File: config.mk
export PLATFORM = sky130hd
export DESIGN_NAME = sprite_plotter
export DESIGN_NICKNAME = d
export VERILOG_FILES = /design/src/rtl/sprite_plotter_pkg.sv /design/src/rtl/sprite_rom.sv /design/src/rtl/sprite_plotter.sv
export SDC_FILE = /design/constraint.sdc
export NUM_CORES = 1
export LEC_CHECK = 0
export BUFFER_PORTS_ARGS = -buffer_cell sky130_fd_sc_hd__buf_2
export CORE_MARGIN = 2
export CORE_UTILIZATION = 31
export CTS_BUF_LIST = sky130_fd_sc_hd__clkbuf_8
export DETAILED_ROUTE_END_ITERATION = 10
export PLACE_DENSITY_LB_ADDON = 0.12
export SETUP_SLACK_MARGIN = 0.4
export SYNTH_ARGS = -nofsm -noshare
export SYNTH_HDL_FRONTEND = slang
export SYNTH_SLANG_ARGS = --single-unit
File: constraint.sdc
create_clock -name CLOCK_50 -period 2.1 [get_ports CLOCK_50]
set_clock_uncertainty 0.15 [all_clocks]
set_input_delay 0.315 -clock CLOCK_50 [delete_from_list [all_inputs] [get_ports CLOCK_50]]
set_output_delay 0.315 -clock CLOCK_50 [all_outputs]
set_load 0.05 [all_outputs]
File: src/rtl/sprite_plotter_pkg.sv
// ============================================================================
// Module : sprite_plotter_pkg
// Brief  : Shared screen geometry, colour defaults, FSM encoding and the
//          default sprite ROM image (checkerboard opacity mask).
// Rev    : 1.0 - initial release
// ============================================================================
`default_nettype none

package sprite_plotter_pkg;

  localparam int SCREEN_W = 160;
  localparam int SCREEN_H = 120;
  localparam int COLOUR_W = 3;

  localparam logic [COLOUR_W-1:0] DEF_FG_COLOUR = 3'b010;
  localparam logic [COLOUR_W-1:0] DEF_BG_COLOUR = 3'b000;

  // ROM image is sized for the largest supported sprite (16x16 words of 4 bits)
  localparam int ROM_BITS = 16 * 16 * 4;

  typedef enum logic [1:0] {
    IDLE = 2'd0,
    DRAW = 2'd1,
    DONE = 2'd2
  } state_t;

  // Word i = {opaque, rgb}: opaque on even (row+col), colour cycles 1..7
  function automatic logic [ROM_BITS-1:0] rom_checker(input int w, input int h);
    logic [ROM_BITS-1:0] v;
    v = '0;
    for (int i = 0; i < w * h; i++) begin
      v[i*4 +: 4] = {(((i / w) + (i % w)) % 2) == 0, 3'((i % 7) + 1)};
    end
    return v;
  endfunction

endpackage

`default_nettype wire

File: src/rtl/sprite_rom.sv
// ============================================================================
// Module : sprite_rom
// Brief  : Sprite pixel store, 4-bit words {opaque, rgb}, one-cycle read.
// Rev    : 1.0 - initial release
// ============================================================================
`default_nettype none

module sprite_rom
  import sprite_plotter_pkg::*;
#(
  parameter logic [ROM_BITS-1:0] INIT = '0
) (
  input  logic       clk,
  input  logic [7:0] addr,
  output logic [3:0] q
);

  // Contents come from the INIT image so the store maps to ROM/LUTs with no loader
  always_ff @(posedge clk) begin
    q <= INIT[{addr, 2'b00} +: 4];
  end

endmodule

`default_nettype wire

File: src/rtl/sprite_plotter.sv
// ============================================================================
// Module : sprite_plotter
// Brief  : Rasterises a SPR_W x SPR_H sprite, one VGA pixel write per clock,
//          with screen clipping; SPRITE_ROM_EN selects ROM-textured sprites.
// Rev    : 1.0 - initial release
// ============================================================================
`default_nettype none

module sprite_plotter
  import sprite_plotter_pkg::*;
#(
  parameter int                  SPR_W     = 4,
  parameter int                  SPR_H     = 4,
  parameter logic [COLOUR_W-1:0] FG_COLOUR = DEF_FG_COLOUR,
  parameter logic [COLOUR_W-1:0] BG_COLOUR = DEF_BG_COLOUR
) (
  input  logic                CLOCK_50,
  input  logic                resetn,
  input  logic                start,
  input  logic [7:0]          x_pos,
  input  logic [5:0]          y_pos,
  input  logic                erase,
  output logic [7:0]          plot_x,
  output logic [6:0]          plot_y,
  output logic [COLOUR_W-1:0] plot_colour,
  output logic                plot_en,
  output logic                busy,
  output logic                done
);

  localparam logic [3:0] COL_LAST = 4'(SPR_W - 1);
  localparam logic [3:0] ROW_LAST = 4'(SPR_H - 1);

  state_t state, state_next;

  logic [3:0]          col, row;
  logic [7:0]          x_lat;
  logic [5:0]          y_lat;
  logic                erase_lat;
  logic                col_last, row_last;
  logic [8:0]          x_sum;
  logic [6:0]          y_sum;
  logic                visible;
  logic                pix_opaque;
  logic [COLOUR_W-1:0] pix_colour;

  assign col_last = (col == COL_LAST);
  assign row_last = (row == ROW_LAST);
  assign x_sum    = {1'b0, x_lat} + {5'd0, col};
  assign y_sum    = {1'b0, y_lat} + {3'd0, row};
  // Clipped pixels still consume their cycle so latency never depends on position
  assign visible  = (x_sum < 9'(SCREEN_W)) && (y_sum < 7'(SCREEN_H));

`ifdef SPRITE_ROM_EN
  localparam logic [7:0] SPR_W8 = 8'(SPR_W);

  logic [7:0] rom_addr;
  logic [3:0] rom_q;

  // Address the pixel that will be drawn on the next edge to hide the ROM latency
  always_comb begin
    rom_addr = '0;
    if (state == DRAW) begin
      if (col_last) rom_addr = ({4'd0, row} + 8'd1) * SPR_W8;
      else          rom_addr = {4'd0, row} * SPR_W8 + {4'd0, col} + 8'd1;
    end
  end

  sprite_rom #(
    .INIT(rom_checker(SPR_W, SPR_H))
  ) u_rom (
    .clk (CLOCK_50),
    .addr(rom_addr),
    .q   (rom_q)
  );

  assign pix_opaque = erase_lat | rom_q[3];
  assign pix_colour = erase_lat ? BG_COLOUR : rom_q[2:0];
`else
  assign pix_opaque = 1'b1;
  assign pix_colour = erase_lat ? BG_COLOUR : FG_COLOUR;
`endif

  always_ff @(posedge CLOCK_50 or negedge resetn) begin
    if (!resetn) state <= IDLE;
    else         state <= state_next;
  end

  always_comb begin
    state_next = state;
    case (state)
      IDLE:    if (start) state_next = DRAW;
      DRAW:    if (col_last && row_last) state_next = DONE;
      DONE:    state_next = IDLE;
      default: state_next = IDLE;
    endcase
  end

  always_ff @(posedge CLOCK_50 or negedge resetn) begin
    if (!resetn) begin
      col         <= '0;
      row         <= '0;
      x_lat       <= '0;
      y_lat       <= '0;
      erase_lat   <= 1'b0;
      plot_x      <= '0;
      plot_y      <= '0;
      plot_colour <= '0;
      plot_en     <= 1'b0;
      busy        <= 1'b0;
      done        <= 1'b0;
    end else begin
      plot_en <= 1'b0;
      busy    <= 1'b0;
      done    <= 1'b0;
      case (state)
        IDLE: begin
          if (start) begin
            x_lat     <= x_pos;
            y_lat     <= y_pos;
            erase_lat <= erase;
            col       <= '0;
            row       <= '0;
          end
        end
        DRAW: begin
          plot_x      <= x_sum[7:0];
          plot_y      <= y_sum;
          plot_colour <= pix_colour;
          plot_en     <= visible & pix_opaque;
          busy        <= 1'b1;
          if (col_last) begin
            col <= '0;
            row <= row + 4'd1;
          end else begin
            col <= col + 4'd1;
          end
        end
        DONE:    done <= 1'b1;
        default: ;
      endcase
    end
  end

endmodule

`default_nettype wire

---- Word level (Yosys, flattened, before mapping) ----
Index checks and enable logic that the tools add are counted.
storage, ports and cells
  bits in registers ....................... 46
  input bits .............................. 18
  output and inout port bits .............. 21
cells by class
  add/subtract/negate cells ............... 4
  order comparisons ....................... 2
  equality and inequality tests ........... 7
  muxes and demuxes ....................... 12
  reduce and logical (&&, ||, !) cells .... 8
operators by type and width
  operator             count
  $pmux 4 s2           2
  $mux 4               3
  $add 8x4->9          1
  $lt 9x8->1 const B   1
  $add 4x1->4 const B  2
  $eq 4x2->1 const B   2
  $add 6x4->7          1
  $lt 7x7->1 const B   1
  $mux 2               3
  $ne 2x2->1 const B   3
  $reduce_and 2->1     3
  $pmux 2 s2           1
  $mux 1               3
  $reduce_and 3->1     1
  $eq 2x1->1 const B   1
  $eq 2x2->1 const B   1
  $logic_and 1x1->1    2
  $logic_not 2->1      1
  $reduce_bool 2->1    1

---- Logic depth before layout (Yosys ltp) ----
Gate-level depths: netlist of the first run.
  depth in word-level cells ............... 4
  gate-level depth with buffers ........... 7
  gate-level depth less buffers ........... 7

---- Worst setup path after synthesis of the first run ----
No wires, ideal clock.
  path kind ............................... register -> register
  start point ............................. reg col[0]
  end point ............................... reg row[3]
  setup time .............................. 64 ps
  arrival time ............................ 1679 ps
  path slack .............................. 207 ps
  stages on the path, launching flop included .. 7
  buffers on the path ..................... 1
  period minus slack after synthesis ...... 1893 ps
  path through ............................ dfrtp_1 -> ha_1 -> or3b_1 -> buf_2 -> or4_1 -> nand2_1 -> a22o_2
on the way
  longest elaborated chain between the ends .. 3
ends and longest elaborated chain
  item                        RTL line               source
  start: declaration          sprite_plotter.sv:36   logic [3:0] col, row;
  start signal: assignment    sprite_plotter.sv:136  col <= col + 4'd1;
  $eq 4x2->1                  sprite_plotter.sv:47   assign col_last = (col == COL_LAST);
  $ne 2x2->1 (no line)        --
  $reduce_and 3->1 (no line)  --
  end signal: assignment      sprite_plotter.sv:134  row <= row + 4'd1;
  end: declaration            sprite_plotter.sv:36
Every way passes these cells.
A chain may end at the register's enable or synchronous reset.

---- Worst setup path after layout of the first run ----
  start point ............................. reg x_lat[0]
  end point ............................... reg plot_en
on the way
  longest elaborated chain between the ends .. 4
ends and longest elaborated chain
  item                      RTL line               source
  start: declaration        sprite_plotter.sv:37   logic [7:0] x_lat;
  start signal: assignment  sprite_plotter.sv:119  x_lat <= x_pos;
  $add 8x4->9               sprite_plotter.sv:49   assign x_sum = {1'b0, x_lat} + {5'd0, col};
  $lt 9x8->1                sprite_plotter.sv:52   assign visible = (x_sum < 9'(SCREEN_W)) && (y_sum < 7'(SCREEN_H));
  $logic_and 1x1->1         sprite_plotter.sv:52
  $mux 1                    sprite_plotter.sv:116  case (state)
  end signal: assignment    sprite_plotter.sv:130  plot_en <= visible & pix_opaque;
  end: declaration          sprite_plotter.sv:26   output logic plot_en,
Every way passes these cells.

==> results of run 1 <==
==> per-stage QoR <==
| stage | total power (uW) | utilization [%] | instances | hold WS, ns |
|---|---|---|---|---|
| 3_5_place_dp | 1180 | 37.7 | 335 | 0.196 |
| 2_1_floorplan | 1090 | - | 206 | -0.131 |
| 4_1_cts | 1760 | 42.0 | 359 | 0.0555 |
| 6_report | 1740 | 43.8 | 364 | 0.0611 |
| 5_1_grt | 1830 | 43.8 | 364 | 0.0794 |
| 3_3_place_gp | 1170 | 37.7 | 335 | 0.195 |
==> cells by family (layout without fill, tap and decap cells) <==
logic type / after synthesis / in the layout / synth area share (%)
mux: 14 / 14 / 7.25
flops: 44 / 44 / 50.6
xor+xnor: 6 / 6 / 2.42
buf+inv: 19 / 81 / 3.85
compound gates: 42 / 42 / 12.6
simple gates: 67 / 67 / 15.5
fa+ha+maj: 12 / 12 / 7.60
other cells: 1 / 2 / 0.172
==> cells in the mapped netlist, drive strengths merged (5+ instances only) <==
| library cell | number | area [um2] |
|---|---|---|
| a22o | 5 | 45.0 |
| buf | 7 | 38.8 |
| dfrtp | 44 | 1100 |
| ha | 10 | 125 |
| inv | 7 | 26.3 |
| mux2 | 14 | 158 |
| nand2 | 34 | 128 |
| nand3 | 6 | 30.0 |
| nor3 | 5 | 25.0 |
| o21ai | 17 | 85.1 |
==> cells in the final DEF (no fill, tap or decap), types with 2 or more instances in the layout <==
cell / Yosys / layout
o21ai_1: 0 / 7
a21oi_2: 0 / 2
nand2_1: 34 / 34
buf_6: 0 / 2
a22o_1: 4 / 4
dfrtp_2: 0 / 5
buf_2: 4 / 36
o21bai_1: 2 / 2
xor2_1: 2 / 2
ha_2: 0 / 3
a21oi_4: 0 / 2
buf_4: 2 / 25
inv_1: 7 / 6
fa_2: 0 / 2
clkinv_2: 0 / 3
nor2b_1: 3 / 3
nor3b_2: 0 / 2
dfrtp_1: 44 / 39
mux2_2: 14 / 13
nor3_1: 5 / 4
a21o_1: 2 / 2
o21ai_0: 17 / 9
nor2_1: 3 / 3
nand3_1: 6 / 5
o31ai_1: 3 / 3
conb_1: 1 / 2
ha_4: 0 / 5
ha_1: 10 / 2
clkbuf_8: 0 / 6
xnor2_1: 4 / 3
a211oi_1: 3 / 2
==> cell type report <==
cell class	instances	area, um2	area share (%)
Multi-Input combinational cell	143	1210	40.5
Sequential cell	44	1110	37.2
Timing Repair Buffer	65	420	14.1
Tap cell	96	120	4.03
Clock buffer	6	82.6	2.77
Inverter	8	31.3	1.05
Clock inverter	2	10.0	0.336
==> where the power goes <==
group	leakage, uW	switching [uW]	internal [uW]	total (uW)
Combinational	0.000749	171	91.4	262
Clock	0.0000510	296	263	559
Sequential	0.000519	32.4	886	918
Total	0.00132	500	1240	1740
==> critical path, cell delays in order (launching register included) <==
cell and delay [ns]:
dfrtp_1 0.37, ha_2 0.21, inv_2 0.04, fa_2 0.35, nand2b_4 0.18, a21oi_4 0.18
nor4b_4 0.08, a311oi_2 0.26
==> what timing repair did <==
action,4_1_cts,5_1_grt
resized for setup,18,21
pin swaps,17,15
endpoints found under the setup margin,17,15
cloned,0,0
hold buffers,1,0
hold endpoints to repair,21,0
buffers inserted,15,5
==> sequential cells by signal, summed over array words and instances, names as in the netlist, 2 cells and up <==
signal  count
y_lat       6
state       2
plot_x      8
col         4
row         4
x_lat       8
plot_y      7
==> worst max path at each step <==
stage                         startpoint                 end  slack, ns  cells past startpoint
finish              x_lat[0]$_DFFE_PN0P_   plot_en$_DFF_PN0_       0.19                      7
global route          col[1]$_DFFE_PN0P_   plot_en$_DFF_PN0_       0.14                      5
CTS                   col[0]$_DFFE_PN0P_   plot_en$_DFF_PN0_       0.21                      7
detailed placement    col[1]$_DFFE_PN0P_   plot_en$_DFF_PN0_       0.13                      5
global placement      col[0]$_DFFE_PN0P_   plot_en$_DFF_PN0_       0.14                      7
floorplan             col[1]$_DFFE_PN0P_  row[3]$_DFFE_PN0P_       0.26                      6
==> routing by layer <==
layer / vias up / track usage [%]
met5: - / 0
met4: 0 / 5.17
met3: 9 / 2.83
met2: 31 / 22.8
met1: 840 / 17.4
li1: 839 / -
==> flow_summary.ini, run 1 <==
[synthesis]
synthDistinctLibCells = 44
synth_cells = 205
ys_warn_count = 0
synth.cell_area_um2 = 2170
synth_seq_area_share_pct = 50.6
avgSynthCellArea_um2 = 10.6
async_flop_share_pct = 100
synth.ff_latch_count = 44
synth-main-ff-cell = dfrtp_1
synth_edf_count = 0

[setup_path]
path_max_fanout = 3
cp.arrival_ns = 1.96
worstSetupPathType = flop to flop
r2r_setup_slack_ns = 0.19
rr_worst_depth = 7
timing.rr.start = x_lat[0]$_DFFE_PN0P_
crit_required_ns = 2.15
r2r-end = plot_en$_DFF_PN0_
cp-end-kind = flop
start_kind = flop

[floorplanning]
dieArea_um2 = 7700
io_pins = 39
initial_utilization_pct = 32.0
die_y_um = 87.8
rows = 30
fp.dieW_um = 87.8
core_area_um2 = 6790

[route]
firstDrtPassIters = 4
drtAntennaViolNets = 0
routed.top_layer = met4
dr_wl_met2_um = 2460
met1_length_um = 2250
via_per_inst = 4.72
dr_wl_met3_um = 137
drtIter0Drc = 55
drc = 0
avgRoutedWirePerCell_um = 13.6
finalWirelength_um = 4940
via_count = 1719

[global_routing]
grt_overflow = 0
grt_use_total_pct = 13.6
antenna_found_initial = 0
grt_pass1_wl_um = 8000
grt_pass1_vias = 1706
grt_max_degree = 24

[placed_design]
io_buffers = 36
dpl_cell_area_um2 = 2560
hpwl_um = 3350
pre_cts_slack_ns = 0.126
place_congestion = 0.725

[timing]
grt_setup_unrepaired = yes
hold_viol_final = 0
slew_headroom_pct = 63.0
setup_slack_ns = 0.193
fin_setup_tns_ns = 0
fmax_mhz = 524
finalCriticalPeriod_ns = 1.91
final_max_slew_viol_count = 0
period_share_pct = 90.8
finalSetupViolations = 0
max_slew.worst_pin.slew_ns = 0.554

[clocking]
clock_sinks = 44
clk_path_buf_depth = 2
htreeDepth = 2
cts-buffers-inserted = 5
clk_pin_slew_ns = 0.09
clk_latency_ns = 0.30
cts_tree = built
root_buffer = clkbuf_8

[status]
status = finished, final reports clean

[power_and_ir_drop]
vdd_drop_max_v = 0.000289
p_leak_uw = 0.00132
powerDensity_nw_per_um2 = 584

[cells_and_area]
drive_gt1_share_pct = 46.3
final_nets = 297
syn_to_final_growth_pct = 37.0
fill_cells = 670
stdcell_area_um2 = 2980
insertedDiodeCount = 0

[hold_path]
holdPathEnd = x_lat[1]$_DFFE_PN0P_
hold_start = x_pos[1]
hold_path.class = input pin to flop
whs_path_depth = 3

[job]
maxCapViolCount = 0
(Power assumes the default switching activity.)
==> inputs of run 2 (changes only) <==
--- a/config.mk
+++ b/config.mk
@@ -5,12 +5,13 @@
 export SDC_FILE = /design/constraint.sdc
 export NUM_CORES = 1
 export LEC_CHECK = 0
+export ABC_AREA = 1
 export BUFFER_PORTS_ARGS = -buffer_cell sky130_fd_sc_hd__buf_2
 export CORE_MARGIN = 2
 export CORE_UTILIZATION = 31
 export CTS_BUF_LIST = sky130_fd_sc_hd__clkbuf_8
 export DETAILED_ROUTE_END_ITERATION = 10
-export PLACE_DENSITY_LB_ADDON = 0.12
+export PLACE_DENSITY = 0.51
 export SETUP_SLACK_MARGIN = 0.4
 export SYNTH_ARGS = -nofsm -noshare
 export SYNTH_HDL_FRONTEND = slang
==> run 2 against run 1 <==
Critical path depth increased by 3. Sequential power increased by 72%. Area after synthesis increased by 5.8%. Clock power increased by 25%. Global-route usage decreased by 0.92 points. Non-clock buffer count decreased by 16. Final area decreased by 4.8%. Combinational power increased to 10 times the previous value. Power increased to 2.8 times the previous value. Utilization decreased by 4.5 points. Synthesized cell count increased by 18%. Sequential share of layout area increased by 1.8 points. Critical path type unchanged.
==> flow_summary.ini, run 2 <==
[timing]
setup_slack_ns = 0.414
finalSetupViolations = 0
period_share_pct = 80.3
max_slew.worst_pin.slew_ns = 0.517
slew_headroom_pct = 65.6
fin_setup_tns_ns = 0
fmax_mhz = 593
final_max_slew_viol_count = 0
finalCriticalPeriod_ns = 1.69
hold_viol_final = 0
grt_setup_unrepaired = yes

[synthesis]
synth_area_leaders = dfrtp_1 48%, nand2_1 9.6%, mux2_4 5.9%, ha_1 5.4%, nor2_1 3.1%
async_flop_share_pct = 100
ys_warn_count = 0
synth-compound-area-share_pct = 8.32
synth_top_family_by_area = simple AND/OR/NAND/NOR gates
synth.cell_area_um2 = 2300
synthDistinctLibCells = 33
synth_mux_area_share_pct = 6.85
synthAdderAreaFrac_pct = 7.18
synth-main-ff-cell = dfrtp_1
synth_edf_count = 0
yosysTopAreaCellShare_pct = 47.9
synth_most_common_cell = nand2_1
synth.ff_latch_count = 44
synth_seq_area_share_pct = 47.9
synth_common_cells = 59 x nand2_1, 44 x dfrtp_1, 19 x nor2_1, 15 x inv_1
avgSynthCellArea_um2 = 9.51
synth_top_cell_by_area = dfrtp_1
synth_cells = 242
synth_xor_xnor_area_share_pct = 0.761
yosys.area_share.simple_pct = 22.6

[cells_and_area]
fin_cells = 391
most-common-layout-cells = 59 x nand2_1, 41 x dfrtp_1, 36 x buf_2
drive_gt1_share_pct = 36.0
insertedDiodeCount = 0
layout_commonest_cell = nand2_1
syn_to_final_growth_pct = 23.2
fill_cells = 754
multi_input_area_um2 = 1110
largestRegisters = plot_x (8), x_lat (8), plot_y (7)
seq_area_um2 = 1100
final_nets = 321
stdcell_area_um2 = 2840

[route]
via_per_inst = 4.45
firstDrtPassIters = 4
via_count = 1739
drtIter0Drc = 40
avgRoutedWirePerCell_um = 12.2
finalWirelength_um = 4780
drc = 0
drtAntennaViolNets = 0

[global_routing]
grt_use_total_pct = 12.7
grt_pass1_wl_um = 8330
antenna_found_initial = 0
grt_pass1_vias = 1717
grt_overflow = 0
grt_max_degree = 24

[clocking]
clock_sinks = 44
cts-buffers-inserted = 5
clk_path_buf_depth = 2
clk_pin_slew_ns = 0.09
cts_tree = built
htreeDepth = 2
root_buffer = clkbuf_8
clk_latency_ns = 0.29

[setup_path]
cp.arrival_ns = 1.75
worstSetupPathType = flop to flop
crit_slowest_cell = dfrtp_1
slowest_delay_ns = 0.37
crit_required_ns = 2.16
cp-end-kind = flop
path_max_fanout = 3
start_kind = flop
crit_chain = ha_2, inv_2, fa_2, inv_2, nand2_2, nand2_4, nand3_2, nand2_2, nand3_2, a21oi_2

[power_and_ir_drop]
clkPwrFrac_pct = 14.1
power.switching_uw = 2240
sequentialPowerShare_pct = 31.9
vdd_drop_max_v = 0.000798
power_uw = 4960
p_leak_uw = 0.00140
intPower_uw = 2720
switching_share_pct = 45.2
powerDensity_nw_per_um2 = 1750
p_comb_share_pct = 54.0

[floorplanning]
dieArea_um2 = 8130
core_area_um2 = 7210
die_y_um = 90.2
io_pins = 39
fp.dieW_um = 90.2
initial_utilization_pct = 31.9
rows = 31

[hold_path]
hold_path.class = input pin to flop

[placed_design]
pre_cts_slack_ns = 0.290
hpwl_um = 3480
io_buffers = 36
place_congestion = 0.787
dpl_cell_area_um2 = 2590
dp.cells = 375

[status]
status = finished, final reports clean

[job]
maxCapViolCount = 0
==> run 2: cell count changes after synthesis, sizes merged, moves of 4 or more <==
cell    previous run  this run
nand3              6        18
nand2             34        65
nor3               5         1
inv                7        21
a21oi              4        13
a22o               5         0
clkbuf             4         0
nor2               3        22
==> run 2: cell families (layout without fill, tap and decap cells) <==
kind of cell,count (synthesis),in the layout
compound gates,33,33
xor+xnor,2,2
fa+ha+maj,12,12
buf+inv,29,78
flops,44,44
mux,11,11
other cells,1,2
simple gates,110,110
==> run 2: repair_timing <==
item / 4_1_cts / 5_1_grt
hold endpoints to repair: 21 / 0
cloned: 0 / 0
resized for setup: 3 / 11
pin swaps: 1 / 1
setup buffers: 5 / 2
hold buffers: 1 / 0
endpoints found under the setup margin: 6 / 11
==> run 2: critical path: cells and delay by family (launching register included) <==
kind                       cells  cell delay, ns
adders and majority gates      2            0.52
DFF                            1            0.37
and+or+nand+nor                5            0.34
buffers and inverters          2            0.12
AOI/OAI and AO/OA              1            0.11
==> run 2: layer usage <==
| layer | track usage (%) | vias to the layer above | share of wire (%) |
|---|---|---|---|
| met2 | 20.5 | 36 | 46 |
| met3 | 2.77 | 2 | 3.2 |
| li1 | - | 886 | - |
| met1 | 17.4 | 815 | 50 |
| met4 | 3.21 | 0 | 0.75 |
| met5 | 0 | - | 0 |
==> run 2: final cells by class <==
| class | count | area share [%] |
|---|---|---|
| Clock buffer | 7 | 3.40 |
| Multi-Input combinational cell | 170 | 39.0 |
| Timing Repair Buffer | 49 | 10.3 |
| Inverter | 21 | 2.87 |
| Tap cell | 99 | 4.37 |
| Sequential cell | 44 | 39.0 |
| Clock inverter | 1 | 1.06 |
==> run 2: stage by stage <==
stage	hold slack (ns)	utilization (%)
after CTS	0.0885	38.6
after detailed placement	0.176	36.0
final	0.102	39.3
after global routing	0.0937	39.3
after global placement	0.174	36.0
after floorplan	-0.131	-
==> run 2: path summary, 6_finish.rpt <==
path / from / end / slack [ns] / cells past startpoint
setup reg to reg: x_lat[0]$_DFFE_PN0P_ / plot_en$_DFF_PN0_ / 0.41 / 10
min in group asynchronous: resetn / plot_x[7]$_DFFE_PN0P_ / 0.38 / 2
hold reg to reg: state[0]$_DFFE_PN0P_ / done$_DFF_PN0_ / 0.29 / 1
setup / recovery: x_lat[0]$_DFFE_PN0P_ / plot_en$_DFF_PN0_ / 0.41 / 10
hold / removal: erase / erase_lat$_DFFE_PN0P_ / 0.10 / 2
max in group asynchronous: resetn / row[1]$_DFFE_PN0P_ / 0.91 / 3
==> run 2: power by group through the flow <==
| stage | sequential [uW] | combinational [uW] | clock, uW |
|---|---|---|---|
| floorplan | 2070 | 1440 | 0 |
| global placement | 1580 | 2450 | 0 |
| detailed placement | 1580 | 2480 | 0 |
| CTS | 1570 | 2610 | 728 |
| global route | 1640 | 3000 | 761 |
| finish | 1580 | 2680 | 700 |
